$ cat src/rtl/round_controller_if.sv
// -----------------------------------------------------------------------------
// round_controller_if
// Groups the control/status signals between a round controller and the logic
// that drives it (buttons and countdown timer).
//   start        : single-cycle pulse, begins a round
//   pause        : single-cycle pulse, toggles run/pause
//   time_in      : remaining time in tenths of a second, from the countdown timer
//   timer_stop   : countdown timer abort flag
//   timer_enable : enable to the countdown timer
//   ms100        : single-cycle 100 ms tick to the countdown timer
//   running      : round is counting
//   paused       : round is paused
//   game_over    : round has finished
//   warn         : low remaining time warning
//   round_count  : completed rounds, saturating at 15
// slave modport is the controller side; master modport is the driving side.
// -----------------------------------------------------------------------------
interface round_controller_if;
  logic       start;
  logic       pause;
  logic [9:0] time_in;
  logic       timer_stop;
  logic       timer_enable;
  logic       ms100;
  logic       running;
  logic       paused;
  logic       game_over;
  logic       warn;
  logic [3:0] round_count;

  modport slave (
    input  start, pause, time_in, timer_stop,
    output timer_enable, ms100, running, paused, game_over, warn, round_count
  );

  modport master (
    output start, pause, time_in, timer_stop,
    input  timer_enable, ms100, running, paused, game_over, warn, round_count
  );
endinterface

$ cat src/rtl/round_controller.sv
// -----------------------------------------------------------------------------
// round_controller
// Sequences a timed game round: IDLE -> RUN <-> PAUSE -> DONE -> RUN ...
// Generates the 100 ms tick for an external countdown timer, ends the round
// when that timer reaches zero (after it has seen at least one tick) or aborts,
// raises a low-time warning and counts completed rounds.
// Parameters:
//   TICK_DIV    : clk cycles per 100 ms tick (>= 2)
//   WARN_TENTHS : warning threshold on remaining time, in tenths
// Ports:
//   clk : clock, rising edge
//   rst : synchronous active-high reset
//   bus : round_controller_if.slave (start/pause/time_in/timer_stop in,
//         timer_enable/ms100/running/paused/game_over/warn/round_count out)
// All outputs come straight from flops.
// -----------------------------------------------------------------------------
module round_controller #(
  parameter int TICK_DIV    = 5000000,
  parameter int WARN_TENTHS = 100
) (
  input  logic              clk,
  input  logic              rst,
  round_controller_if.slave bus
);

  localparam int          PW         = $clog2(TICK_DIV);
  localparam logic [PW-1:0] PRESC_LAST = PW'(TICK_DIV - 1);
  localparam logic [31:0] WARN_U     = WARN_TENTHS;

  typedef enum logic [1:0] {S_IDLE, S_RUN, S_PAUSE, S_DONE} state_t;

  state_t        r_state;
  logic [PW-1:0] r_presc;
  logic          r_seen_tick;
  logic [3:0]    r_round_count;
  logic          r_timer_enable;
  logic          r_ms100;
  logic          r_running;
  logic          r_paused;
  logic          r_game_over;
  logic          r_warn;

  state_t        w_state_nxt;
  logic [PW-1:0] w_presc_nxt;
  logic          w_seen_nxt;
  logic [3:0]    w_count_nxt;
  logic          w_ms100_nxt;
  logic          w_warn_nxt;
  logic          w_tick;
  logic          w_run_done;
  logic          w_warn_range;

  assign w_tick       = (r_presc == PRESC_LAST);
  // A zero time_in only means "expired" once the timer has been ticked; before
  // that it may simply not have been loaded yet.
  assign w_run_done   = ((bus.time_in == 10'd0) && r_seen_tick) || bus.timer_stop;
  assign w_warn_range = (bus.time_in != 10'd0) && ({22'd0, bus.time_in} <= WARN_U);

  // NOTE: every signal gets its default before the case so no path leaves it
  // unassigned; a missing default here would infer a latch.
  always_comb begin
    w_state_nxt = r_state;
    w_presc_nxt = r_presc;
    w_seen_nxt  = r_seen_tick;
    w_count_nxt = r_round_count;
    w_ms100_nxt = 1'b0;

    unique case (r_state)
      S_IDLE, S_DONE: begin
        // start beats a coincident pause: a new round always begins counting.
        if (bus.start) begin
          w_state_nxt = S_RUN;
          w_presc_nxt = '0;
          w_seen_nxt  = 1'b0;
        end
      end
      S_RUN: begin
        if (w_run_done) begin
          w_state_nxt = S_DONE;
        end else if (bus.pause) begin
          w_state_nxt = S_PAUSE;  // prescaler holds its value for the resume
        end else if (w_tick) begin
          w_presc_nxt = '0;
          w_ms100_nxt = 1'b1;
          w_seen_nxt  = 1'b1;
        end else begin
          w_presc_nxt = r_presc + PW'(1);
        end
      end
      S_PAUSE: begin
        if (bus.timer_stop) begin
          w_state_nxt = S_DONE;
        end else if (bus.pause) begin
          w_state_nxt = S_RUN;
        end
      end
      default: w_state_nxt = S_IDLE;
    endcase

    if ((w_state_nxt == S_DONE) && (r_state != S_DONE) && (r_round_count != 4'hF)) begin
      w_count_nxt = r_round_count + 4'd1;
    end

    w_warn_nxt = ((w_state_nxt == S_RUN) || (w_state_nxt == S_PAUSE))
                 && w_seen_nxt && w_warn_range;
  end

  // NOTE: state is updated with non-blocking assignments so every flop samples
  // the pre-edge values; the combinational block above uses blocking ones.
  // Status outputs are decoded from the next state so they are themselves flops.
  always_ff @(posedge clk) begin
    if (rst) begin
      r_state        <= S_IDLE;
      r_presc        <= '0;
      r_seen_tick    <= 1'b0;
      r_round_count  <= 4'd0;
      r_timer_enable <= 1'b0;
      r_ms100        <= 1'b0;
      r_running      <= 1'b0;
      r_paused       <= 1'b0;
      r_game_over    <= 1'b0;
      r_warn         <= 1'b0;
    end else begin
      r_state        <= w_state_nxt;
      r_presc        <= w_presc_nxt;
      r_seen_tick    <= w_seen_nxt;
      r_round_count  <= w_count_nxt;
      // The timer keeps its enable through PAUSE; only the tick stops.
      r_timer_enable <= (w_state_nxt == S_RUN) || (w_state_nxt == S_PAUSE);
      r_ms100        <= w_ms100_nxt;
      r_running      <= (w_state_nxt == S_RUN);
      r_paused       <= (w_state_nxt == S_PAUSE);
      r_game_over    <= (w_state_nxt == S_DONE);
      r_warn         <= w_warn_nxt;
    end
  end

  assign bus.timer_enable = r_timer_enable;
  assign bus.ms100        = r_ms100;
  assign bus.running      = r_running;
  assign bus.paused       = r_paused;
  assign bus.game_over    = r_game_over;
  assign bus.warn         = r_warn;
  assign bus.round_count  = r_round_count;

endmodule

$ cat src/flat_wrapper.sv
// flat-port wrapper written by rule: the top's interface ports become plain ports
module round_controller_flat 
#(
  parameter int TICK_DIV    = 5000000,
  parameter int WARN_TENTHS = 100
)
  (clk, rst, bus_start, bus_pause, bus_time_in, bus_timer_stop, bus_timer_enable, bus_ms100, bus_running, bus_paused, bus_game_over, bus_warn, bus_round_count);
  round_controller_if bus_i ();
  input  logic clk;
  input  logic rst;
  input wire logic [$bits(bus_i.start)-1:0] bus_start;
  input wire logic [$bits(bus_i.pause)-1:0] bus_pause;
  input wire logic [$bits(bus_i.time_in)-1:0] bus_time_in;
  input wire logic [$bits(bus_i.timer_stop)-1:0] bus_timer_stop;
  output wire logic [$bits(bus_i.timer_enable)-1:0] bus_timer_enable;
  output wire logic [$bits(bus_i.ms100)-1:0] bus_ms100;
  output wire logic [$bits(bus_i.running)-1:0] bus_running;
  output wire logic [$bits(bus_i.paused)-1:0] bus_paused;
  output wire logic [$bits(bus_i.game_over)-1:0] bus_game_over;
  output wire logic [$bits(bus_i.warn)-1:0] bus_warn;
  output wire logic [$bits(bus_i.round_count)-1:0] bus_round_count;
  assign bus_i.start = bus_start;
  assign bus_i.pause = bus_pause;
  assign bus_i.time_in = bus_time_in;
  assign bus_i.timer_stop = bus_timer_stop;
  assign bus_timer_enable = bus_i.timer_enable;
  assign bus_ms100 = bus_i.ms100;
  assign bus_running = bus_i.running;
  assign bus_paused = bus_i.paused;
  assign bus_game_over = bus_i.game_over;
  assign bus_warn = bus_i.warn;
  assign bus_round_count = bus_i.round_count;
  round_controller #(.TICK_DIV(TICK_DIV), .WARN_TENTHS(WARN_TENTHS)) u_core (.clk(clk), .rst(rst), .bus(bus_i));
endmodule
$ cat config.mk
export PLATFORM = sky130hd
export DESIGN_NAME = round_controller_flat
export DESIGN_NICKNAME = d
export VERILOG_FILES = /design/src/rtl/round_controller_if.sv /design/src/rtl/round_controller.sv /design/src/flat_wrapper.sv
export SDC_FILE = /design/constraint.sdc
export NUM_CORES = 1
export LEC_CHECK = 0
export ABC_CLOCK_PERIOD_IN_PS = 3300
export CELL_PAD_IN_SITES_DETAIL_PLACEMENT = 0
export CELL_PAD_IN_SITES_GLOBAL_PLACEMENT = 1
export CORE_MARGIN = 2
export CORE_UTILIZATION = 43
export CTS_BUF_LIST = sky130_fd_sc_hd__clkbuf_8
export CTS_CLUSTER_DIAMETER = 120
export DETAILED_ROUTE_END_ITERATION = 10
export MAX_ROUTING_LAYER = met4
export PLACE_DENSITY_LB_ADDON = 0.25
export SETUP_SLACK_MARGIN = 0.15
export SYNTH_ARGS = -nofsm -noshare
export SYNTH_HDL_FRONTEND = slang
export SYNTH_SLANG_ARGS = --single-unit
$ cat constraint.sdc
create_clock -name clk -period 3.3 [get_ports clk]
set_clock_uncertainty 0.15 [all_clocks]
set_input_delay 0.495 -clock clk [delete_from_list [all_inputs] [get_ports clk]]
set_output_delay 0.495 -clock clk [all_outputs]
set_load 0.02 [all_outputs]
; ---- After elaboration in Yosys (flattened, before gate mapping)
; Index checks and enable logic that the tools add are counted.
[totals]
ff_bits = 36
latchBits = 0
ramBits = 0
rom_bits = 0
inputBits = 15
out_inout_bits = 10
elab_cells = 58
mem_count = 0
[classes]
n_addsub = 2
mul = 0
div_mod_pow = 0
order_cmp = 1
eq_ne = 12
n_shift = 0
mux = 17
n_bitwise = 1
n_reduce_logical = 15
[op_table]
columns = cell, count
row1 = two-way mux 23 bit, 4
row2 = case mux 23 bit (2 select lines), 1
row3 = "adder 23 x 1 -> 23 bit, second input constant", 1
row4 = "== test 23 bit, second input constant", 1
row5 = "<= comparator 10 x 7 -> 1 bit, second input constant", 1
row6 = logical NOT 10 bit, 1
row7 = two-way mux 2 bit, 5
row8 = nonzero test 10 bit, 1
row9 = "== test 2 bit, second input constant", 4
row10 = "!= test 2 bit, second input constant", 4
row11 = logical AND 1 bit, 6
row12 = case mux 2 bit (3 select lines), 1
row13 = two-way mux 1 bit, 5
row14 = "adder 4 x 1 -> 4 bit, second input constant", 1
row15 = "== test 2 x 1 -> 1 bit, second input constant", 2
row16 = "!= test 4 bit, second input constant", 1
row17 = AND reduction 4 bit, 1
row18 = OR reduction 4 bit, 1
row19 = logical NOT 2 bit, 1
row20 = logical OR 1 bit, 2
row21 = case mux 1 bit (2 select lines), 1
row22 = nonzero test 2 bit, 1
row23 = OR reduction 2 bit, 1
row24 = inverter 1 bit, 1

; ---- Longest topological paths before layout
[logic_depth]
ltp_word = 9
depth_mapped = 12
depth_no_buf = 11

; ---- Least setup slack after synthesis
; Ideal clock, no wire load.
[synth_timing]
path_type = input-to-reg
from = in bus_time_in[2]
to = reg u_core.r_round_count[3] (netlist: u_core.bus.round_count[3])
setup_time_ns = 0.071
arrival_ns = 2.316
slack_ns = 0.764
stages = 9
path_buffers = 0
cell_sequence = nor4_1 -> a31o_2 -> o211ai_1 -> inv_1 -> ha_1 -> nor2b_1 -> nand2_1 -> or3_1 -> a21oi_1
[synth_via]
elab_chain_cells = 8
[synth_rtl]
columns = item, line_no
row1 = "start, declared", flat_wrapper.sv:13  ; input wire logic [$bits(bus_i.time_in)-1:0] bus_time_in;
row2 = logical NOT 10 bit, round_controller.sv:56  ; assign w_run_done = ((bus.time_in == 10'd0) && r_seen_tick) || bus.timer_stop;
row3 = logical AND 1 bit, round_controller.sv:56
row4 = logical OR 1 bit, round_controller.sv:56
row5 = two-way mux 2 bit, round_controller.sv:78  ; if (w_run_done) begin
row6 = case mux 2 bit (3 select lines), round_controller.sv:68  ; unique case (r_state)
row7 = named net u_core.w_state_nxt[1], round_controller.sv:43  ; state_t w_state_nxt;
row8 = == test 2 bit, round_controller.sv:100  ; if ((w_state_nxt == S_DONE) && (r_state != S_DONE) && (r_round_count != 4'hF)) begin
row9 = logical AND 1 bit (2 in a row), round_controller.sv:100
row10 = "end signal, assigned", round_controller.sv:127  ; r_round_count <= w_count_nxt;
row11 = "end, declared", round_controller.sv:35  ; logic [3:0] r_round_count;
; The timed path passes the listed nets, and every way through them passes these cells.
; A chain may end at the register's enable or synchronous reset.

; ---- Worst setup path after layout
[layout_timing]
from = in bus_time_in[1]
to = reg u_core.r_round_count[3] (netlist: u_core.bus.round_count[3])
; The elaborated chain is that of the path after synthesis.

==> results.cfg <==
[yosys]
ys_seq_elements = 36
synth_nets = 298
syn_area_mm2 = 0.00218
synth_ff_type = dfxtp_1
synth_cell_type_count = 48
yosys_warnings = 0
ys_seq_area_share_pct = 33.1
avgSynthCellArea_um2 = 7.92
synthArstFlopShare_pct = 0
synthCells = 275
synth_edf_count = 0

[critical_path]
worstSetupPathType = input pin to flip-flop
startpoint_type = input pin
crit_chain = clkdlybuf4s50_1, nor4_1, buf_4, a31o_2, o211ai_1, inv_1, ha_1, nor2b_1, nand2_1, or3_1, a21oi_1
cp.depth = 11
cp.required_ns = 3.38
slowest_stage = clkdlybuf4s50_1
cp-end-kind = flip-flop
cp.arrival_ns = 2.81
path_buf_inv = 3
reg2regPathDepth = 5
cp_slowest_stage_delay_ns = 0.42
cp_top_family = simple AND/OR/NAND/NOR gates
critPathMaxFanout = 4

[min_path]
whs_path_depth = 2
min_path_type = flip-flop to flip-flop

[pwr]
pwr-share-clk_pct = 19.8
power_leakage_nw = 0.867
power.share.switching_pct = 41.8
ir_drop_mv = 0.378
power.density_mw_per_mm2 = 623
p_total_w = 0.00162
p_int_w = 0.000945
seqPwrFrac_pct = 31.3
power.switching_w = 0.000678
combinationalPowerShare_pct = 48.8

[clock_network]
clockRootBuffer = clkbuf_8
clk_latency_ns = 0.29
cts_tree = built
cts_setup_buffers = 0
cts_sinks = 36
cts_resized = 0
cts_buffer_depth = 2
htreeDepth = 2
cts_buffers = 5
cts_hold_buf = 0
clk_pin_slew_ns = 0.08

[final_layout]
regArea_um2 = 721
stdcell_area_mm2 = 0.00261
multi_input_area_mm2 = 0.00134
area_growth_pct = 19.7
fillers = 504
drive_gt1_share_pct = 9.57
finalNetCount = 325
diodes = 0
final_core_util_pct = 54.1

[timing]
setup_tns_ns = 0
finalSetupViolCount = 0
period_share_pct = 82.6
hold_viol_final = 0
worst_slew_pin_slew_ns = 0.838
fin_crit_ns = 2.73
rsz0062_at_grt = false
slew_headroom_pct = 44.2
max_freq_mhz = 367
worst_slack_ns = 0.573
finalMaxSlewViolations = 0

[job]
max-cap-violations = 0

[route]
wl_um = 5560
dr.pass1.iters = 5
drc = 0
post_drt_via_cell_ratio = 5.85
drt_iter0_drc = 149
wire_per_inst_um = 15.0
via_count = 2163
ant_nets = 0

[floorplanning]
initial_core_util_pct = 45.2
dieHeight_um = 75.2
ios = 25
core_mm2 = 0.00482
fp.dieArea_mm2 = 0.00565
die_w_um = 75.2
rows = 25

[global_routing]
track_usage_pct = 22.3
grt_max_degree = 31
grt_pass1_wl_um = 9460
grt_pass1_vias = 2007
grt_overflow = 0
antenna_found_initial = 0

[place]
gp_congestion = 0.873
postPlaceCellArea_mm2 = 0.00251
portBuffers = 24
place_ws_ns = 0.269
dp_hpwl_um = 3950

[run_status]
status = finished, final reports clean
-- cells in the mapped netlist, types with 2 or more instances --
library cell   n  share of area, %
nor4b_1        2              0.80
nand4b_1       4               1.6
o21a_1         4               1.4
a31oi_1        5               1.4
a41oi_1        3               1.2
and4_1         2              0.80
buf_6          2               1.0
dfxtp_1       36                33
a2bb2oi_2      3               2.1
ha_1           8               4.6
nand4_1       13               3.7
nor3_1         9               2.1
nand2_1       29               5.0
nor3b_1        2              0.69
and2_1         5               1.4
clkbuf_1      11               1.9
nor2_1        14               2.4
nor2b_1        8               2.3
o211ai_1       6               2.1
nand3_1       15               3.4
nand2b_1       2              0.57
or4_1          7               2.4
inv_1          8               1.4
buf_2          2              0.46
o21ai_0        9               2.1
a21oi_1       19               4.4
a211oi_1       2              0.69
a22oi_1        3               1.0
nor4_1         7               2.0
o31ai_1        3               1.0
and3_1         8               2.3
or3_1          7               2.0
a21oi_2        2              0.80
-- cells in the final DEF, fill, tap and decap left out, drive strengths merged, types with 9 or more instances in the layout --
| master | count |
|---|---|
| nand2 | 29 |
| o21ai | 10 |
| nor3 | 9 |
| nand3 | 15 |
| buf | 13 |
| dfxtp | 36 |
| a21oi | 21 |
| nor2 | 14 |
| nand4 | 13 |
| clkdlybuf4s50 | 24 |
-- worst paths after layout --
kind | startpoint | end | slack, ns
worst max-delay path | bus_time_in[1] | u_core.bus.round_count[3] | 0.57
worst min-delay path | u_core.r_presc[1] | u_core.r_presc[1] | 0.34
worst max register to register | u_core.r_presc[7] | u_core.r_presc[19] | 0.68
worst min register to register | u_core.r_presc[1] | u_core.r_presc[1] | 0.34
-- power groups by stage --
stage / sequential (W) / clock (W) / combinational, W
6_report: 0.000509 / 0.000322 / 0.000793
5_1_grt: 0.000513 / 0.000349 / 0.000883
4_1_cts: 0.000508 / 0.000331 / 0.000796
3_5_place_dp: 0.000519 / 0 / 0.000793
3_3_place_gp: 0.000518 / 0 / 0.000793
2_1_floorplan: 0.000543 / 0 / 0.000522
-- tightest hold or removal path: cells and delay by family, from the launching register on --
kind / cells / cell delay (ns)
AO/OA/AOI/OAI: 1 / 0.05
flip-flops: 1 / 0.34
AND/OR/NAND/NOR: 1 / 0.06
-- flip-flops by register name, indices dropped and copies added (netlist names) --
name and flops:
u_core.r_presc 23, u_core.bus.round_count 4, u_core.r_state 2, u_core.bus.game_over 1
u_core.bus.ms100 1, u_core.bus.paused 1, u_core.bus.running 1, u_core.bus.timer_enable 1
u_core.bus.warn 1, u_core.r_seen_tick 1
-- final cells by class --
class | instances | area share [%]
inverter | 8 | 1.15
multi-input combinational | 214 | 51.5
clock inverter | 3 | 0.912
tap | 67 | 3.21
clock buffer | 5 | 2.64
sequential | 36 | 27.6
timing repair buffer | 37 | 13.0
-- cells by family after synthesis --
| logic type | after synthesis | share of synthesized area, % |
|---|---|---|
| and+or+nand+nor | 139 | 36.0 |
| AOI/OAI and AO/OA | 66 | 20.6 |
| adders and majority gates | 8 | 4.60 |
| buffers and inverters | 25 | 5.28 |
| DFF | 36 | 33.1 |
| xor gates and xnor gates | 1 | 0.402 |
-- per-layer routing --
layer	track usage, %	routed length (um)	vias up
met5	-	0	-
met4	5.65	57	0
met3	4.02	159	7
met2	33.6	2530	40
met1	31.1	2810	1024
li1	-	-	1092
-- per-stage QoR --
stage	hold slack, ns	instances
after floorplan	0.312	275
final	0.343	370
after global routing	0.381	370
after global placement	0.332	362
after CTS	0.345	370
after detailed placement	0.333	362
No activity file was read; power rests on OpenSTA's default activity.
==> edit 1, RTL diff (config.mk and constraints unchanged) <==
`TICK_DIV` is set to 5000000 in 2 places; all go to 10000000.
--- a/src/rtl/round_controller.sv
+++ b/src/rtl/round_controller.sv
@@ -15,7 +15,7 @@
 // All outputs come straight from flops.
 // -----------------------------------------------------------------------------
 module round_controller #(
-  parameter int TICK_DIV    = 5000000,
+  parameter int TICK_DIV    = 10000000,
   parameter int WARN_TENTHS = 100
 ) (
   input  logic              clk,
--- a/src/flat_wrapper.sv
+++ b/src/flat_wrapper.sv
@@ -1,7 +1,7 @@
 // flat-port wrapper written by rule: the top's interface ports become plain ports
 module round_controller_flat 
 #(
-  parameter int TICK_DIV    = 5000000,
+  parameter int TICK_DIV    = 10000000,
   parameter int WARN_TENTHS = 100
 )
   (clk, rst, bus_start, bus_pause, bus_time_in, bus_timer_stop, bus_timer_enable, bus_ms100, bus_running, bus_paused, bus_game_over, bus_warn, bus_round_count);
Check against the original RTL: same outputs for any inputs over 10 cycles, from zero or initial values and one cycle with rst high; that may be too few to reach the edited logic, so the function may still have changed.
==> edit 1 against the unedited design <==
Die area decreased by 6.6%; sequential cell count rose by 1; worst hold slack improved by 0.0077 ns; count of clock-buffer cells in the layout is 1 higher; wire length down 16%; via count shrank 16%; design area down 7.1%; synthesized cell count shrank 16%; worst setup slack worse by 0.13 ns; critical endpoint unchanged; area after synthesis is 7.0% lower; register-to-register slack lost 0.02 ns; largest cell class unchanged; critical path type unchanged.
Power is not compared: it rests on default switching activity, and its combinational part moved more than twofold at a synthesized area within 25%.
==> edit 1: results (changes against the unedited design) <==
Max reg flops = 24 (+4.3%)
Ys flop type = dfxtp_1
Leakage = 0.782 nW
Worst r2r path cells = 9 (+4)
Seq/Total Area, Yosys = 0.365 (+0.0346)
Mapped Nets = 255 (-14%)
Pre-CTS WS = 0.0800 ns (-0.188 ns)
Drc violations = 0 (unchanged)
Placer Congestion = 0.843 (-3.4%)
Share of cells above drive strength 1 = 0.103 (+0.00774)
Critical path's largest stage delay = 0.44 ns (+0.02 ns)
Root Driver = clkbuf_8
Status = complete, no violations
First-pass GRT wire length = 8.07 mm (-15%)
H-Tree Depth = 2 (unchanged)
GRT Util Overall = 0.200 (-0.0231)
Initial antenna violation count = 0 (unchanged)
Sw Share = 0.317
Compound-gate portion of the synthesized area = 0.139 (-0.0673)
Hold path start = u_core.bus.round_count[1]$_SDFFE_PP0P_
Post-synth cell types = 52 (+8.3%)
Worst hold endpoint = u_core.bus.round_count[1]$_SDFFE_PP0P_
CP max FO = 5 (+1)
F_max = 0.350 GHz (-4.5%)
Post-DP HPWL = 3.39 mm (-14%)
Post-synthesis xor/xnor area fraction = 0.0691 (+0.0651)
Largest net degree at the start of global routing = 17 (-45%)
Post-synth top cells = 37 x dfxtp_1, 26 x nor2_1, 17 x nand2_1
DR pass1 iterations = 4 (-1)
Vias in the first global route = 1669 (-17%)
Synth area leaders = dfxtp_1 37%, xnor2_1 5.6%, ha_1 4.9%, nor2_1 4.8%, nand3_1 4.0%
Crit path DAT = 2.92 ns (+0.11 ns)
DP Area = 2330 sq um (-7.2%)
Adder and majority cell fraction of the synthesized area = 0.0494 (+0.00343)
Hold crit path type = flop to flop
Worst hold margin = 0.351 ns (+0.00769 ns)
Layout Nets = 284 (-13%)
Vias/cell = 5.81 (-0.64%)
Post-synthesis mux area share = 0.0105 (+0.0105)
Reg2Reg Launch Point = u_core.r_state[0]$_SDFF_PP0_
Internal reg-to-reg setup slack = 0.66 ns (-0.02 ns)
Routed len/inst = 15.0 um (-0.52%)
Max_slew headroom = 0.521 (+0.0793)
Initial DRC Count = 73 (-51%)
==> edit 1: cell count changes in the layout (fill, tap and decap cells not counted), sizes merged, moves of 4 or more <==
cell	delta
xnor2	+13
nor2	+12
nand2	-11
a21oi	-10
buf	-8
o21ai	-8
o211ai	-6
and2	-5
or3	-5
or4	-5
and3	-4
nor4	+4
o311ai	+4
==> edit 1: routing by layer <==
layer | up-vias | routed length (um) | part of all wire | GRT usage
li1 | 916 | - | - | -
met1 | 870 | 2390 | 0.51 | 0.273
met2 | 27 | 2110 | 0.45 | 0.302
met3 | 5 | 131 | 0.028 | 0.0428
met4 | 0 | 48 | 0.010 | 0.0535
met5 | - | 0 | 0 | -
==> edit 1: final cells by class <==
cell class                 instances  area [sq um]
multi-input combinational        181          1230
fill                             444          2020
tap                               52          65.1
inverter                           7          26.3
clock inverter                     1          3.75
clock buffer                       6          82.6
sequential                        37           741
timing repair buffer              29           278
==> edit 1: what timing repair did <==
item,in CTS,in global routing
buffers inserted,0,0
resized for setup,0,1
endpoints found under the setup margin,0,1
==> edit 1: kinds of logic (layout without fill, tap and decap cells) <==
family | Yosys count | in the layout
mux | 2 | 2
buf+inv | 14 | 43
flops | 37 | 37
compound gates | 38 | 38
fa+ha+maj | 8 | 8
simple gates | 117 | 117
xor+xnor | 16 | 16
==> edit 1: worst reg2reg max path: cells and delay by family (launching register included) <==
kind                     cells  cell delay [ns]
flip-flops                   1             0.43
buffers and inverters        1             0.08
AND/OR/NAND/NOR              4             0.83
adder cells (fa/ha/maj)      2             0.61
AO/OA/AOI/OAI                2             0.50
==> edit 1: per-stage QoR <==
stage,instances,util
final,313,0.545
after global placement,306,0.525
after detailed placement,306,0.525
after floorplan,232,-
after global routing,313,0.545
after CTS,313,0.544
==> edit 2, RTL diff (same settings) <==
Made on the original files. Make the reset (`rst`) asynchronous in one clocked block. Comments in the files are not updated.
--- a/src/rtl/round_controller.sv
+++ b/src/rtl/round_controller.sv
@@ -108,7 +108,7 @@
   // NOTE: state is updated with non-blocking assignments so every flop samples
   // the pre-edge values; the combinational block above uses blocking ones.
   // Status outputs are decoded from the next state so they are themselves flops.
-  always_ff @(posedge clk) begin
+  always_ff @(posedge clk or posedge rst) begin
     if (rst) begin
       r_state        <= S_IDLE;
       r_presc        <= '0;
Behaviour: differs if rst is asserted again (counterexample within 4 cycles, from zero or initial values and one cycle with rst high); with rst held inactive, the same outputs for 10 cycles.
==> edit 2 against the unedited design <==
Core utilization shrank 1.6 points; critical path depth shrank 1; design area shrank 6.2%; area after synthesis shrank 6.0%; worst setup slack lost 0.13 ns; register-to-register slack lost 0.03 ns; sequential cell count is the same; clock power shrank 12%; wire length shrank 18%; final cell count shrank 17%; total power grew 12%.
==> edit 2: results (changes against the unedited design) <==
Status = complete, no violations
Post-DP HPWL = 3.30 mm (-16%)
Seq/Total Area, Yosys = 0.440 (+0.109)
Peak supply drop = 0.429 mV (+14%)
Root Driver = clkbuf_8
Vias in the first global route = 1611 (-20%)
Critical path's largest stage delay = 0.45 ns (+0.03 ns)
Largest net degree at the start of global routing = 36 (+16%)
Syn. warnings = 0 (unchanged)
Worst r2r path cells = 10 (+5)
Routed len/inst = 14.7 um (-1.9%)
Worst hold endpoint = u_core.r_presc[18]$_DFFE_PP0P_
Met2 wire len = 1.99 mm (-21%)
Hold Path Depth = 1 (-1)
Internal reg-to-reg setup slack = 0.65 ns (-0.03 ns)
Layout Nets = 279 (-14%)
Asr flop ratio synth = 1.00 (+1.00)
First-pass GRT wire length = 7.80 mm (-18%)
Crit path DAT = 2.94 ns (+0.13 ns)
M1 WL = 2.29 mm (-19%)
DP Area = 2380 sq um (-5.5%)
Reg2Reg Launch Point = u_core.r_state[1]$_DFF_PP0_
Actual slew at the worst max-slew pin = 0.845 ns (+0.00699 ns)
Leakage = 0.979 nW (+13%)
Top Metal Used = met4
Post-synth top cells = 36 x dfrtp_1, 27 x a31oi_1, 22 x nand2_1
Mapped Nets = 250 (-16%)
Placer Congestion = 0.815 (-6.7%)
Clk Latency, worst-skew pair = 0.28 ns
Max reg flops = 23 (unchanged)
Largest register by flop count = u_core.r_presc
Met3 wire len = 195 um (+23%)
Post-cts resize count = 0 (unchanged)
Top delay family on crit path = simple AND/OR/NAND/NOR gates
Post-synth cell types = 44 (-8.3%)
Max stage delay cell, worst path = nor4_1
Count of port buffers added during placement = 24 (unchanged)
GRT Util Overall = 0.196 (-0.0271)
Routed via count = 1810 (-16%)
Worst setup startpoint = bus_time_in[2]
Synth area leaders = dfrtp_1 44%, a31oi_1 8.3%, ha_1 4.9%, nand3_1 4.4%, nand2_1 4.0%
Initial DRC Count = 105 (-30%)
Hold crit path type = flop to flop
ANT cells = 0 (unchanged)
Hold path start = u_core.r_presc[18]$_DFFE_PP0P_
Share of cells above drive strength 1 = 0.0709 (-0.0248)
DR pass1 iterations = 4 (-1)
R2R Path End = u_core.bus.warn$_DFF_PP0_
Setup Buffers After CTS = 0 (unchanged)
CP max FO = 3 (-1)
[edit 2: cell count changes after synthesis, sizes merged, moves of 6 or more]
cell	change
a31oi	+22
nor2b	-6
dfxtp	-36
dfrtp	+36
nand2b	+8
a21oi	-11
nand2	-7
nand4	-10
[edit 2: worst max path at each step]
| stage | slack [ns] | depth (start not counted) | to |
|---|---|---|---|
| after CTS | 0.45 | 10 | u_core.bus.warn$_DFF_PP0_ |
| after detailed placement | 0.16 | 10 | u_core.bus.warn$_DFF_PP0_ |
| after global routing | 0.21 | 11 | u_core.bus.round_count[3]$_DFFE_PP0P_ |
| final | 0.44 | 10 | u_core.bus.warn$_DFF_PP0_ |
| after floorplan | 0.78 | 9 | u_core.bus.warn$_DFF_PP0_ |
| after global placement | 0.17 | 10 | u_core.bus.warn$_DFF_PP0_ |
[edit 2: area by class of cell]
cell class	instances	area, sq um
tap	54	67.6
clock buffer	5	68.8
inverter	12	45.0
timing repair buffer	30	298
multi-input combinational	171	1070
sequential	36	901
fill	436	2210
[edit 2: worst register-to-register path, stage by stage, from the launching register on]
cell and delay [ns]:
dfrtp_1 0.43, inv_1 0.11, ha_1 0.30, inv_1 0.18, o21ai_0 0.18, a211o_1 0.16
o21ai_0 0.09, ha_1 0.31, or4_1 0.41, a21oi_1 0.12, and3_1 0.15
[edit 2: through the flow]
step | power [mW] | setup WS [ns] | util | hold slack [ns] | instances
after global placement | 1.53 | 0.172 | 0.510 | 0.326 | 303
after floorplan | 1.25 | 0.785 | - | 0.293 | 227
after detailed placement | 1.54 | 0.162 | 0.510 | 0.330 | 303
after global routing | 1.98 | 0.206 | 0.525 | 0.375 | 308
final | 1.81 | 0.440 | 0.525 | 0.343 | 308
after CTS | 1.83 | 0.453 | 0.525 | 0.341 | 308
[edit 2: power by group]
group / switching, mW / internal, mW / leakage (nW)
Clock: 0.146 / 0.136 / 0.0359
Sequential: 0.0876 / 0.530 / 0.480
Combinational: 0.556 / 0.359 / 0.463
Total: 0.790 / 1.03 / 0.979
[edit 2: layer usage]
layer	up-vias	GRT usage
met3	5	0.0483
li1	908	-
met2	39	0.279
met4	0	0.0679
met1	858	0.272
met5	-	-
[edit 2: kinds of logic (layout without fill, tap and decap cells)]
kind of cell	Yosys count	after routing	synth area share
mux	2	2	0.0104
xor+xnor	3	3	0.0128
fa+ha+maj	8	8	0.0489
simple gates	95	95	0.252
flops	36	36	0.440
compound gates	63	63	0.194
buf+inv	20	47	0.0409
